<file path="src/rtl/entrada_coordenadas.sv">
// Button front end (sync, debounce, press edge) and mode-driven FSM for map/column/row selection.
// Optional macro AUTO_REPEAT_EN: held inc/dec repeats every REPEAT_CYCLES cycles.
module entrada_coordenadas #(
  parameter int DEBOUNCE_CYCLES = 16,
  parameter int REPEAT_CYCLES   = 64
) (
  input  logic       clock,
  input  logic       reset,
  input  logic       ATAQUE,
  input  logic       PREPARACAO,
  input  logic       DESLIGADO,
  input  logic       btn_inc_n,
  input  logic       btn_dec_n,
  input  logic       btn_confirma_n,
  output logic [2:0] mapa,
  output logic [2:0] coordColuna,
  output logic [2:0] coordLinha,
  output logic       campo_linha,
  output logic       mapa_ok,
  output logic       disparo
);

  localparam int CNT_W = (DEBOUNCE_CYCLES > 1) ? $clog2(DEBOUNCE_CYCLES) : 1;
  localparam logic [CNT_W-1:0] CNT_LAST = CNT_W'(DEBOUNCE_CYCLES - 1);

  if (DEBOUNCE_CYCLES < 2 || REPEAT_CYCLES < 2) begin : g_bad_param
    $error("entrada_coordenadas: DEBOUNCE_CYCLES and REPEAT_CYCLES must be >= 2");
  end

  typedef enum logic [1:0] {M_DESL, M_PREP, M_ATAQ} mode_t;
  typedef enum logic [2:0] {S_DESL, S_PREP, S_SEL_COL, S_SEL_LIN, S_DISPARO} state_t;

  // Bit order everywhere: [0]=inc, [1]=dec, [2]=confirma.
  logic [2:0]       sync1, sync2;
  logic [2:0]       level, level_d, press, ev;
  logic [CNT_W-1:0] cnt [3];
  mode_t            mode;
  state_t           state;
  logic             inc_ev, dec_ev, conf_ev;

  function automatic logic [2:0] wrap_step(input logic [2:0] v, input logic up, input logic down);
    if (up) return v + 3'd1;
    if (down) return v - 3'd1;
    return v;
  endfunction

  // Button conditioning: raw -> 2FF sync -> debounce -> registered press edge
  always_ff @(posedge clock or posedge reset) begin
    if (reset) begin
      sync1   <= 3'b111;
      sync2   <= 3'b111;
      level   <= 3'b000;
      level_d <= 3'b000;
      press   <= 3'b000;
      for (int i = 0; i < 3; i++) cnt[i] <= '0;
    end else begin
      sync1   <= {btn_confirma_n, btn_dec_n, btn_inc_n};
      sync2   <= sync1;
      level_d <= level;
      press   <= level & ~level_d;
      for (int i = 0; i < 3; i++) begin
        if (~sync2[i] != level[i]) begin
          if (cnt[i] == CNT_LAST) begin
            level[i] <= ~level[i];
            cnt[i]   <= '0;
          end else begin
            cnt[i] <= cnt[i] + 1'b1;
          end
        end else begin
          cnt[i] <= '0;
        end
      end
    end
  end

  always_comb begin
    mode = M_DESL;
    if (!DESLIGADO && ATAQUE) mode = M_ATAQ;
    else if (!DESLIGADO && PREPARACAO) mode = M_PREP;
  end

`ifdef AUTO_REPEAT_EN
  localparam int RCNT_W = $clog2(REPEAT_CYCLES + 1);
  localparam logic [RCNT_W-1:0] RCNT_FIRE = RCNT_W'(REPEAT_CYCLES);

  mode_t             mode_q;
  logic [RCNT_W-1:0] rcnt [2];
  logic [1:0]        rep;

  // Counter starts on the press-pulse edge, so repeats land R, 2R, ... cycles after it
  always_ff @(posedge clock or posedge reset) begin
    if (reset) begin
      mode_q <= M_DESL;
      rep    <= 2'b00;
      for (int i = 0; i < 2; i++) rcnt[i] <= '0;
    end else begin
      mode_q <= mode;
      for (int i = 0; i < 2; i++) begin
        rep[i] <= 1'b0;
        if (!level[i] || mode != mode_q) begin
          rcnt[i] <= '0;
        end else if (rcnt[i] == RCNT_FIRE) begin
          rcnt[i] <= RCNT_W'(1);
          rep[i]  <= 1'b1;
        end else begin
          rcnt[i] <= rcnt[i] + 1'b1;
        end
      end
    end
  end

  assign ev = {press[2], press[1] | rep[1], press[0] | rep[0]};
`else
  assign ev = press;
`endif

  assign conf_ev = ev[2];
  assign inc_ev  = ev[0] & ~ev[1] & ~ev[2];
  assign dec_ev  = ev[1] & ~ev[0] & ~ev[2];

  // Mode FSM: mode is re-evaluated every cycle and overrides the current state
  always_ff @(posedge clock or posedge reset) begin
    if (reset) begin
      state       <= S_DESL;
      mapa        <= 3'd0;
      coordColuna <= 3'd0;
      coordLinha  <= 3'd0;
      campo_linha <= 1'b0;
      mapa_ok     <= 1'b0;
      disparo     <= 1'b0;
    end else begin
      mapa_ok <= 1'b0;
      disparo <= 1'b0;
      case (mode)
        M_DESL: begin
          state       <= S_DESL;
          mapa        <= 3'd0;
          coordColuna <= 3'd0;
          coordLinha  <= 3'd0;
          campo_linha <= 1'b0;
        end
        M_PREP: begin
          if (state != S_PREP) begin
            state       <= S_PREP;
            campo_linha <= 1'b0;
          end else if (conf_ev) begin
            mapa_ok <= 1'b1;
          end else begin
            mapa <= wrap_step(mapa, inc_ev, dec_ev);
          end
        end
        default: begin
          case (state)
            S_SEL_COL: begin
              if (conf_ev) begin
                state       <= S_SEL_LIN;
                campo_linha <= 1'b1;
              end else begin
                coordColuna <= wrap_step(coordColuna, inc_ev, dec_ev);
              end
            end
            S_SEL_LIN: begin
              if (conf_ev) begin
                state   <= S_DISPARO;
                disparo <= 1'b1;
              end else begin
                coordLinha <= wrap_step(coordLinha, inc_ev, dec_ev);
              end
            end
            default: begin
              state       <= S_SEL_COL;
              campo_linha <= 1'b0;
            end
          endcase
        end
      endcase
    end
  end

endmodule

</file>
<file path="config.mk">
export PLATFORM = sky130hd
export DESIGN_NAME = entrada_coordenadas
export DESIGN_NICKNAME = d
export VERILOG_FILES = /design/src/rtl/entrada_coordenadas.sv
export SDC_FILE = /design/constraint.sdc
export NUM_CORES = 1
export LEC_CHECK = 0
export ABC_AREA = 1
export BUFFER_PORTS_ARGS = -buffer_cell sky130_fd_sc_hd__buf_2
export CAP_MARGIN = 15
export CORE_MARGIN = 5
export CORE_UTILIZATION = 62
export DETAILED_ROUTE_END_ITERATION = 10
export HOLD_SLACK_MARGIN = 0.08
export PLACE_DENSITY = 0.83
export SLEW_MARGIN = 10
export SYNTH_ARGS = -nofsm -noshare
export SYNTH_HDL_FRONTEND = slang
export SYNTH_SLANG_ARGS = --single-unit
export TNS_END_PERCENT = 1
</file>
<file path="constraint.sdc">
create_clock -name clock -period 4.2 [get_ports clock]
set_clock_uncertainty 0.15 [all_clocks]
set_input_delay 0.84 -clock clock [delete_from_list [all_inputs] [get_ports clock]]
set_output_delay 0.84 -clock clock [all_outputs]
set_load 0.01 [all_outputs]
</file>
==> qor_table.md, run 1 <==
| Parameter | Value | Unit |
| --- | --- | --- |
| Number of distinct standard cells referenced by the synthesized netlist | 21 | - |
| Fraction of the cycle the final worst path needs | 46.4 | % |
| Count of fill cells added during filler insertion | 245 | - |
| Global-route wire length before repair | 6020 | um |
| Portion of total power attributed to sequential cells | 63.7 | % |
| Via count of the routed design | 1,499 | - |
| Worst reg-to-reg setup slack | 2.65 | ns |
| Design area | 2230 | um2 |
| Most used flip-flop cell after synthesis | sky130_fd_sc_hd__dfrtp_1 | - |
| Total clock buffers created by CTS | 5 | - |
| Cell accounting for the most synthesized area | sky130_fd_sc_hd__dfrtp_1 | - |
| Mean instance size in the synthesized netlist | 8.58 | um2 |
| Fraction of power consumed by combinational cells | 8.2 | % |
| Yosys reg bits | 42 | - |
| Area after DPL | 2180 | um2 |
| Placer congestion estimate | 0.935 | - |
| Share of total power in the clock network | 28.0 | % |
| NumNets Final | 280 | - |
| Unrepaired setup endpoints after global routing | no | - |
| Commonest cells in the netlist | sky130_fd_sc_hd__nand2_1, sky130_fd_sc_hd__dfrtp_1, sky130_fd_sc_hd__inv_1, sky130_fd_sc_hd__nor2_1, sky130_fd_sc_hd__nand3_1 | - |
| Async set-reset flop share out of synthesis | 100 | % |
| Port buffer count | 19 | - |
| Total gr overflow | 0 | - |
| Share of cells above drive strength 1 | 15.9 | % |
| Net switching share of the total power | 24.8 | % |
| Crit start category | flip-flop | - |
| Number of gates given a new drive strength after cts | 0 | - |
| Overall routing resource usage | 18.2 | % |
| Power dissipated by switching net loads | 0.166 | mW |
| Worst R2R Path Depth | 6 | - |
| Critical-path cell with the highest stage delay | sky130_fd_sc_hd__dfrtp_1 | - |
| Timing-limited maximum frequency | 0.513 | GHz |
| Power Total | 0.672 | mW |
| Cell depth of the worst min-delay path | 0 | - |
| Detail Route Antenna Nets | 0 | - |
| Via-per-instance ratio | 4.87 | - |
| Synth Cell Area | 2030 | um2 |
| FF-to-FF End | mapa[2] | - |
| Path type of the worst setup path | reg -> out | - |
| Clock tree from TritonCTS | done | - |
| Largest incremental delay on the critical path | 0.45 | ns |
| Buffer count from post-CTS setup fixing | 0 | - |
| Die area | 4510 | um2 |
| Warning count from the yosys run | 0 | - |
| Clock input transition at the sequential cells of the worst setup and hold paths | 0.12 | ns |
| Pin slew with the least headroom to its limit | 0.555 | ns |
| Number of iterations in the first detailed-routing pass | 4 | - |
| Largest voltage drop on the vdd net | 0.000242 | V |
| Final wirelength | 3350 | um |
| Final routed DRC violation total | 0 | - |
| Number of enable-type register cells in the synthesized netlist | 0 | - |
| Buffer and inverter count on the worst path | 1 | - |
| Avg WL per Cell | 10.9 | um |
| Kind of end point of the critical path | output port | - |
| Clock root cell | sky130_fd_sc_hd__clkbuf_4 | - |
| Arr. time, crit path | 0.96 | ns |
| Via count of the first global-routing pass | 1,455 | - |
| Final max-slew violation count | 0 | - |
| Share of the synthesized area in the top cell type | 44.5 | % |
| Kind of cell adding the most delay to the critical path | flip-flops | - |
| Die width | 67.2 | um |
| Outcome | complete, no violations | - |
| Leakage power figure | 1.23 | nW |
| CTS sink cnt | 42 | - |
| Max_cap viols | 0 | - |
| Initial antenna violation count | 0 | - |
| Post-DP HPWL | 2530 | um |
| Origin of the worst min-delay path | sync1[1] | - |
| Main area contributors after synthesis | sky130_fd_sc_hd__dfrtp_1, sky130_fd_sc_hd__nand2_1, sky130_fd_sc_hd__dfstp_2 | - |
| Final period demand of the worst path | 1.95 | ns |
| Number of antenna cells inserted | 0 | - |
| Power per unit of standard cell area | 301 | nW/um2 |
| Library cell with the highest instance count after synthesis | sky130_fd_sc_hd__nand2_1 | - |
| TNS Setup | 0 | ns |
| Total of hold buffers inserted after clock tree synthesis | 0 | - |
| Cell-by-cell listing of the critical path | buf_2 | - |
| Path class of the lowest-slack min-delay path | reg -> reg | - |
| Number of H-tree branching levels | 2 | - |
| Internal Power | 0.505 | mW |
| Effective utilization at floorplan | 65.3 | % |
| Maximum fanout count along the critical path | 5 | - |
| Post-Syn Nets | 253 | - |
| Required time worst endpoint | 3.21 | ns |
| Clock Tree Buf Depth | 2 | - |
| Endpoints failing hold | 0 | - |
| Final count of negative-setup-slack endpoints | 0 | - |
| Area Overhead vs Synth | 10.2 | % |
| Core Footprint | 3100 | um2 |
| Rel. slew slack | 62.7 | % |
| Post-synthesis sequential area ratio | 52.3 | % |
| Y dimension of the die | 67.2 | um |
| Rows | 20 | - |
| Clk Latency, worst-skew pair | 0.35 | ns |
| Start of the worst register-to-register path | ev[2] | - |
| Maximum number of pins on one net before global-route repair | 37 | - |
| Iter 0 DRT Violations | 86 | - |
| I/O pin total | 20 | - |
| Worst hold slack | 0.212 | ns |
| Destination of the worst hold path | sync2[1] | - |
| Post-Synthesis Cells | 236 | - |
## routing by layer
layer  track usage, %  vias to the layer above  wire, um
met1             21.3                      695      1500
met4             8.61                        0        85
met3             4.99                        9       123
met2             30.9                       19      1640
met5                0                        -         0
li1                 -                      776         -
## power groups by stage
stage                     clock, mW  combinational (mW)  sequential, mW
final                         0.188              0.0553           0.428
after global routing          0.218              0.0651           0.430
after CTS                     0.195              0.0564           0.428
after detailed placement          0              0.0561           0.435
after global placement            0              0.0541           0.435
after floorplan                   0              0.0409           0.434
## flip-flops by register name, summed over array words and instances, names as in the netlist
| register | flops |
|---|---|
| campo_linha | 1 |
| cnt | 12 |
| coordColuna | 3 |
| coordLinha | 3 |
| disparo | 1 |
| ev | 3 |
| level | 3 |
| level_d | 3 |
| mapa | 3 |
| mapa_ok | 1 |
| state | 3 |
| sync1 | 3 |
| sync2 | 3 |
## how the worst max path moves through the flow
stage              startpoint              to  slack (ns)  cells after the start
2_1_floorplan           reset     campo_linha        2.25                      1
3_3_place_gp        DESLIGADO  coordColuna[1]        2.25                      8
3_5_place_dp        DESLIGADO  coordColuna[1]        2.24                      8
4_1_cts        coordColuna[2]  coordColuna[2]        2.23                      1
5_1_grt        coordColuna[2]  coordColuna[2]        2.18                      1
6_report       coordColuna[2]  coordColuna[2]        2.25                      1
## worst register-to-register path, stage by stage (launching register included)
cell	delay, ns
sky130_fd_sc_hd__dfrtp_1	0.46
sky130_fd_sc_hd__nor3_1	0.50
sky130_fd_sc_hd__nand2_1	0.11
sky130_fd_sc_hd__nand2_1	0.09
sky130_fd_sc_hd__nor2_1	0.04
sky130_fd_sc_hd__nand2_1	0.08
sky130_fd_sc_hd__nand2_1	0.05
## stage by stage
stage / setup slack [ns] / cells / util (%)
floorplan: 2.25 / 236 / -
global placement: 2.25 / 300 / 70.4
detailed placement: 2.24 / 300 / 70.4
CTS: 2.23 / 308 / 71.9
global route: 2.18 / 308 / 71.9
finish: 2.25 / 308 / 71.9
## cell usage in the layout, fill, tap and decap left out, drive strengths merged
master	netlist	routed
xnor2	8	8
ha	9	9
dfrtp	36	36
nand3b	1	1
nor2	34	34
clkbuf	0	8
and2	3	3
xor2	3	3
buf	0	20
dfstp	6	6
nand4	5	5
nand3	12	12
nand2	71	71
nor3	2	2
o21ai	10	10
inv	36	36
## cells by family after synthesis
logic type / count (synthesis) / synth area share (%)
xor gates and xnor gates: 11 / 4.76
DFF: 42 / 52.3
and+or+nand+nor: 128 / 28.1
adders and majority gates: 9 / 5.56
AOI/OAI and AO/OA: 10 / 2.66
buffers and inverters: 36 / 6.67
## layout make-up
type / count / area [um2] / share of cell area (%)
Clock buffer: 8 / 48.8 / 2.19
Multi-Input combinational cell: 158 / 832 / 37.3
Sequential cell: 42 / 1060 / 47.4
Inverter: 36 / 135 / 6.05
Tap cell: 44 / 55.1 / 2.47
Timing Repair Buffer: 20 / 103 / 4.60
Power figures use the tool's default switching activity.
==> inputs of run 2 (changes only) <==
- CORE_UTILIZATION: 62 -> 58
- PLACE_DENSITY: 0.83 -> 0.78
- clock period: 4.2 -> 1.8 ns (I/O delays scaled with it)
==> qor_table.md, run 2 (synthesis results as in run 1) <==
| Parameter | Value | Unit | vs previous |
| --- | --- | --- | --- |
| Register with the most flip-flops | cnt | - |  |
| Start of the worst register-to-register path | ev[2] | - |  |
| Number of H-tree branching levels | 2 | - | unchanged |
| Final period demand of the worst path | 1.50 | ns |  |
| Kind of end point of the critical path | flip-flop | - |  |
| I/O pin total | 20 | - | unchanged |
| Pin slew with the least headroom to its limit | 0.454 | ns | -0.101 ns |
| Internal Power | 1.32 | mW | +160% |
| Share of total power in the clock network | 33.9 | % | +5.9 points |
| Final wirelength | 3280 | um | -2.2% |
| Worst reg-to-reg setup slack | 0.30 | ns | -2.35 ns |
| Die width | 69.1 | um | +2.9% |
| Final max-slew violation count | 0 | - | unchanged |
| Final routed DRC violation total | 0 | - | unchanged |
| Global-route layer with the greatest usage | met2 | - |  |
| Post-DP HPWL | 2370 | um | -6.3% |
| Maximum number of pins on one net before global-route repair | 43 | - | +16% |
| NumNets Final | 284 | - | +1.4% |
| Met1 demand-to-capacity share in global routing | 18.3 | % | -3.0 points |
| Arr. time, crit path | 1.65 | ns | +0.69 ns |
| Crit path launch | ev[2] | - |  |
| Path class of the lowest-slack min-delay path | reg -> reg | - |  |
| Overall routing resource usage | 15.4 | % | -2.7 points |
| Max_cap viols | 0 | - | unchanged |
| Met2 demand-to-capacity share in global routing | 26.0 | % | -5.0 points |
| Power dissipated by switching net loads | 0.401 | mW | +140% |
| CTS sink cnt | 42 | - | unchanged |
| Number of gates given a new drive strength after cts | 0 | - | unchanged |
| Total gr overflow | 0 | - | unchanged |
| Total of hold buffers inserted after clock tree synthesis | 4 | - | +4 |
| Via-per-instance ratio | 4.71 | - | -3.3% |
| Most common library cell in the layout ignoring fill and taps | sky130_fd_sc_hd__nand2_1 | - |  |
| Core Footprint | 3360 | um2 | +8.4% |
| Detail Route Antenna Nets | 0 | - | unchanged |
| Count of fill cells added during filler insertion | 293 | - | +20% |
| Met3 usage | 5.09 | % | +0.096 points |
| Clock input transition at the sequential cells of the worst setup and hold paths | 0.12 | ns | about the same |
| Endpoints failing hold | 0 | - | unchanged |
| Port buffer count | 19 | - | unchanged |
| Flip-flop count of the largest register, all copies and words added | 12 | - | unchanged |
| Fraction of the cycle the final worst path needs | 83.3 | % |  |
| Number of iterations in the first detailed-routing pass | 4 | - | unchanged |
| Portion of total power attributed to sequential cells | 58.0 | % | -5.7 points |
| Timing-limited maximum frequency | 0.667 | GHz |  |
| Path type of the worst setup path | reg -> reg | - |  |
| TNS Setup | 0 | ns | unchanged |
| FF-to-FF End | mapa[2] | - |  |
| Largest voltage drop on the vdd net | 0.000582 | V | +140% |
| Area Overhead vs Synth | 14.3 | % |  |
| Outcome | complete, no violations | - |  |
| Buffer count from post-CTS setup fixing | 0 | - | unchanged |
| Required time worst endpoint | 1.95 | ns | -1.26 ns |
| Initial antenna violation count | 0 | - | unchanged |
| Total clock buffers created by CTS | 5 | - | unchanged |
| Leading cell types in the layout, fill and taps excluded | sky130_fd_sc_hd__nand2_1, sky130_fd_sc_hd__dfrtp_1, sky130_fd_sc_hd__inv_1 | - |  |
| Via count of the routed design | 1,478 | - | -1.4% |
| Final count of negative-setup-slack endpoints | 0 | - | unchanged |
| Via count of the first global-routing pass | 1,392 | - | -4.3% |
| Effective utilization at floorplan | 60.2 | % | -5.1 points |
| Number of antenna cells inserted | 0 | - | unchanged |
| Clock Tree Buf Depth | 2 | - | unchanged |
| Clock root cell | sky130_fd_sc_hd__clkbuf_4 | - |  |
| Area after DPL | 2200 | um2 | +0.69% |
| Leakage power figure | 1.27 | nW | +3.2% |
| Unrepaired setup endpoints after global routing | no | - |  |
| Iter 0 DRT Violations | 81 | - | -5.8% |
| Rel. slew slack | 69.5 | % | +6.8 points |
| Rows | 21 | - | +5.0% |
| Die area | 4770 | um2 | +5.9% |
| Maximum fanout count along the critical path | 9 | - | +4 |
| Design area | 2320 | um2 | +3.8% |
| Endpoint of the worst setup timing path | mapa[2] | - |  |
| Net switching share of the total power | 23.3 | % | -1.4 points |
| Power per unit of standard cell area | 743 | nW/um2 | +150% |
| Worst R2R Path Depth | 7 | - | +1 |
| Crit start category | flip-flop | - |  |
| Share of cells above drive strength 1 | 16.8 | % | +0.88 points |
| Clock tree from TritonCTS | done | - |  |
| Clk Latency, worst-skew pair | 0.35 | ns | about the same |
| Fraction of power consumed by combinational cells | 8.2 | % | about the same |
| Global-route wire length before repair | 5980 | um | -0.68% |
| Placer congestion estimate | 0.861 | - | -7.8% |
| Y dimension of the die | 69.1 | um | +2.9% |
| Avg WL per Cell | 10.4 | um | -4.0% |
## run 2: cell types whose count changed in the layout (fill, tap and decap cells not counted), sizes merged
cell and change:
clkinv +2, clkbuf -3, bufinv +1, dlygate4sd3 +4
## run 2: final cells by class
cell class / instances / area (um2) / area share, %
clock inverters: 3 / 40.0 / 1.73
flip-flops and latches: 42 / 1060 / 45.7
multi-input cells: 158 / 832 / 35.9
inverters: 36 / 135 / 5.83
repair buffers: 24 / 155 / 6.70
clock buffers: 5 / 37.5 / 1.62
well taps: 46 / 57.6 / 2.49
## run 2: routing by layer
metal	vias up	wire (um)	share of wire, %
li1	780	-	-
met1	667	1480	45
met2	25	1590	49
met3	6	149	4.5
met4	0	57	1.7
met5	-	0	0
## run 2: power by group through the flow
stage,logic [mW],registers [mW],clock network [mW]
floorplan,0.0954,1.01,0
global placement,0.133,1.01,0
detailed placement,0.136,1.02,0
CTS,0.143,0.998,0.608
global route,0.165,1.00,0.640
finish,0.140,0.997,0.583
## run 2: worst min path at each step
| stage | startpoint | endpoint | slack, ns | depth (start not counted) |
|---|---|---|---|---|
| floorplan | sync1[0] | sync2[0] | 0.20 | 0 |
| global placement | sync1[1] | sync2[1] | 0.20 | 0 |
| detailed placement | sync1[1] | sync2[1] | 0.20 | 0 |
| CTS | sync1[1] | sync2[1] | 0.21 | 0 |
| global route | sync1[1] | sync2[1] | 0.22 | 0 |
| finish | sync1[1] | sync2[1] | 0.21 | 0 |
## run 2: through the flow
stage               util, %  cells  worst slack (ns)  hold WS [ns]  power (mW)
global route           68.9    314             0.133         0.220        1.81
finish                 68.9    314             0.301         0.212        1.72
CTS                    68.9    314             0.303         0.214        1.75
floorplan                 -    236             0.326         0.195        1.11
global placement       65.4    302             0.321         0.196        1.15
detailed placement     65.4    302             0.297         0.197        1.15
## run 2: critical path, cell delays in order (launching register included)
cell                       delay, ns
sky130_fd_sc_hd__dfrtp_1        0.45
sky130_fd_sc_hd__inv_2          0.16
sky130_fd_sc_hd__nand3b_4       0.16
sky130_fd_sc_hd__nand3_1        0.14
sky130_fd_sc_hd__nand2_1        0.06
sky130_fd_sc_hd__nor2_1         0.17
sky130_fd_sc_hd__nand2_1        0.09
sky130_fd_sc_hd__nand2_1        0.07
==> inputs of run 3 (changes only) <==
- clock period: 1.8 -> 1.5 ns (I/O delays scaled with it)
==> qor_table.md, run 3 (synthesis results as in run 1) <==
| Parameter | Value | Unit | vs previous |
| --- | --- | --- | --- |
| Final wirelength | 3370 | um | +2.7% |
| Post-DP HPWL | 2430 | um | +2.4% |
| Flip-flop count of the largest register, all copies and words added | 12 | - | unchanged |
| NumNets Final | 288 | - | +1.4% |
| Port buffer count | 19 | - | unchanged |
| Endpoints failing hold | 0 | - | unchanged |
| Register with the most flip-flops | cnt | - |  |
| Unrepaired setup endpoints after global routing | yes | - |  |
| Power per unit of standard cell area | 819 | nW/um2 | +10% |
| Clock root cell | sky130_fd_sc_hd__clkbuf_4 | - |  |
| Kind of end point of the critical path | output port | - |  |
| Effective utilization at floorplan | 60.2 | % | unchanged |
| I/O pin total | 20 | - | unchanged |
| Global-route layer with the greatest usage | met2 | - |  |
| Clock input transition at the sequential cells of the worst setup and hold paths | 0.13 | ns | about the same |
| Rows | 21 | - | unchanged |
| Clock tree from TritonCTS | done | - |  |
| Outcome | complete, no violations | - |  |
| Die width | 69.1 | um | unchanged |
| Kind of cell adding the most delay to the critical path | flip-flops | - |  |
| Clock Tree Buf Depth | 2 | - | unchanged |
| CTS sink cnt | 42 | - | unchanged |
| Path class of the lowest-slack min-delay path | in -> reg | - |  |
| Worst reg-to-reg setup slack | 0.09 | ns | -0.21 ns |
| Register Area | 1060 | um2 | +0.12% |
| Rel. slew slack | 82.8 | % | +13 points |
| Pin slew with the least headroom to its limit | 0.256 | ns | -0.198 ns |
| Buffer and inverter count on the worst path | 1 | - | unchanged |
| Share of cells above drive strength 1 | 21.0 | % | +4.2 points |
| Via count of the routed design | 1,540 | - | +4.2% |
| Max_cap viols | 0 | - | unchanged |
| Clk Latency, worst-skew pair | 0.35 | ns | about the same |
| Number of H-tree branching levels | 2 | - | unchanged |
| Final max-slew violation count | 0 | - | unchanged |
| Avg WL per Cell | 10.6 | um | +1.5% |
| Path type of the worst setup path | reg -> out | - |  |
| Leakage power figure | 1.29 | nW | +1.3% |
| Area Overhead vs Synth | 17.7 | % |  |
| Core Footprint | 3360 | um2 | unchanged |
| Number of antenna cells inserted | 0 | - | unchanged |
| Die area | 4770 | um2 | unchanged |
| Cell-by-cell listing of the critical path | buf_2 | - |  |
| Critical-path cell with the highest stage delay | sky130_fd_sc_hd__dfrtp_1 | - |  |
| Crit start category | flip-flop | - |  |
| Met1 demand-to-capacity share in global routing | 18.3 | % | +0.069 points |
| Final count of negative-setup-slack endpoints | 0 | - | unchanged |
| Y dimension of the die | 69.1 | um | unchanged |
| Final routed DRC violation total | 0 | - | unchanged |
| Total gr overflow | 0 | - | unchanged |
| Total clock buffers created by CTS | 5 | - | unchanged |
| Count of fill cells added during filler insertion | 277 | - | -5.5% |
| Global-route wire length before repair | 6150 | um | +3.0% |
| Via count of the first global-routing pass | 1,479 | - | +6.3% |
| Final period demand of the worst path | 1.45 | ns |  |
| Maximum number of pins on one net before global-route repair | 43 | - | unchanged |
| Largest incremental delay on the critical path | 0.48 | ns | +0.03 ns |
| Iter 0 DRT Violations | 122 | - | +51% |
| Fin cells | 318 | - | +1.3% |
| Timing-limited maximum frequency | 0.689 | GHz |  |
| Met3 usage | 5.38 | % | +0.29 points |
| Arr. time, crit path | 1.00 | ns | -0.65 ns |
| Largest voltage drop on the vdd net | 0.000685 | V | +18% |
| Power Total | 1.95 | mW | +13% |
| Required time worst endpoint | 1.05 | ns | -0.90 ns |
| Met2 demand-to-capacity share in global routing | 26.0 | % | unchanged |
| Number of placed cells counting well taps | 302 | - | unchanged |
| Maximum fanout count along the critical path | 5 | - | -4 |
| Combined area of the multi-input logic cells | 880 | um2 | +5.7% |
| Detail Route Antenna Nets | 0 | - | unchanged |
| Overall routing resource usage | 15.6 | % | +0.17 points |
| Number of iterations in the first detailed-routing pass | 4 | - | unchanged |
| Initial antenna violation count | 0 | - | unchanged |
| Fraction of the cycle the final worst path needs | 96.8 | % |  |
| Leading cell types in the layout, fill and taps excluded | sky130_fd_sc_hd__nand2_1, sky130_fd_sc_hd__dfrtp_1, sky130_fd_sc_hd__inv_1 | - |  |
| Placer congestion estimate | 0.844 | - | -2.0% |
| Most common library cell in the layout ignoring fill and taps | sky130_fd_sc_hd__nand2_1 | - |  |
| Via-per-instance ratio | 4.84 | - | +2.9% |
run 3: final cells by class:
| cell class | count | area share, % |
|---|---|---|
| flip-flops and latches | 42 | 44.5 |
| multi-input cells | 158 | 36.9 |
| repair buffers | 28 | 7.77 |
| inverters | 36 | 5.77 |
| well taps | 46 | 2.41 |
| clock buffers | 6 | 2.15 |
| clock inverters | 2 | 0.525 |
run 3: final timing paths:
path,from,endpoint,cells past startpoint
worst max-delay path,coordColuna[2],coordColuna[2],1
max in group asynchronous,reset,sync2[2],4
worst max register to register,ev[2],mapa[1],8
worst min register to register,sync1[0],sync2[0],0
worst min-delay path,ATAQUE,mapa[1],6
min in group asynchronous,reset,state[1],4
run 3: report_power, final:
| part | internal [mW] | switching (mW) |
|---|---|---|
| combinational | 0.0657 | 0.105 |
| clock | 0.225 | 0.359 |
| sequential | 1.17 | 0.0238 |
| total | 1.46 | 0.487 |
run 3: layer usage:
metal | wire length [um] | share of wire, % | up-vias
met4 | 69 | 2.1 | 0
met1 | 1470 | 44 | 706
met3 | 189 | 5.6 | 8
li1 | - | - | 791
met2 | 1640 | 49 | 35
met5 | 0 | 0 | -
run 3: timing repair:
action,CTS,global route
resized for setup,1,11
buffers inserted,0,4
hold buffers,4,0
hold endpoints to repair,45,0
setup endpoints to repair,1,9
pin swaps,0,2
run 3: per-stage QoR:
stage	instance area (um2)	util (%)	worst slack (ns)	hold WS [ns]	TNS, ns
global placement	2200	65.4	0.0559	0.195	0
floorplan	2030	-	0.0856	0.154	0
CTS	2300	68.5	0.0103	0.164	0
global route	2380	70.9	-0.0373	0.205	-0.0769
finish	2380	70.9	0.0478	0.193	0
detailed placement	2200	65.4	0.0139	0.197	0
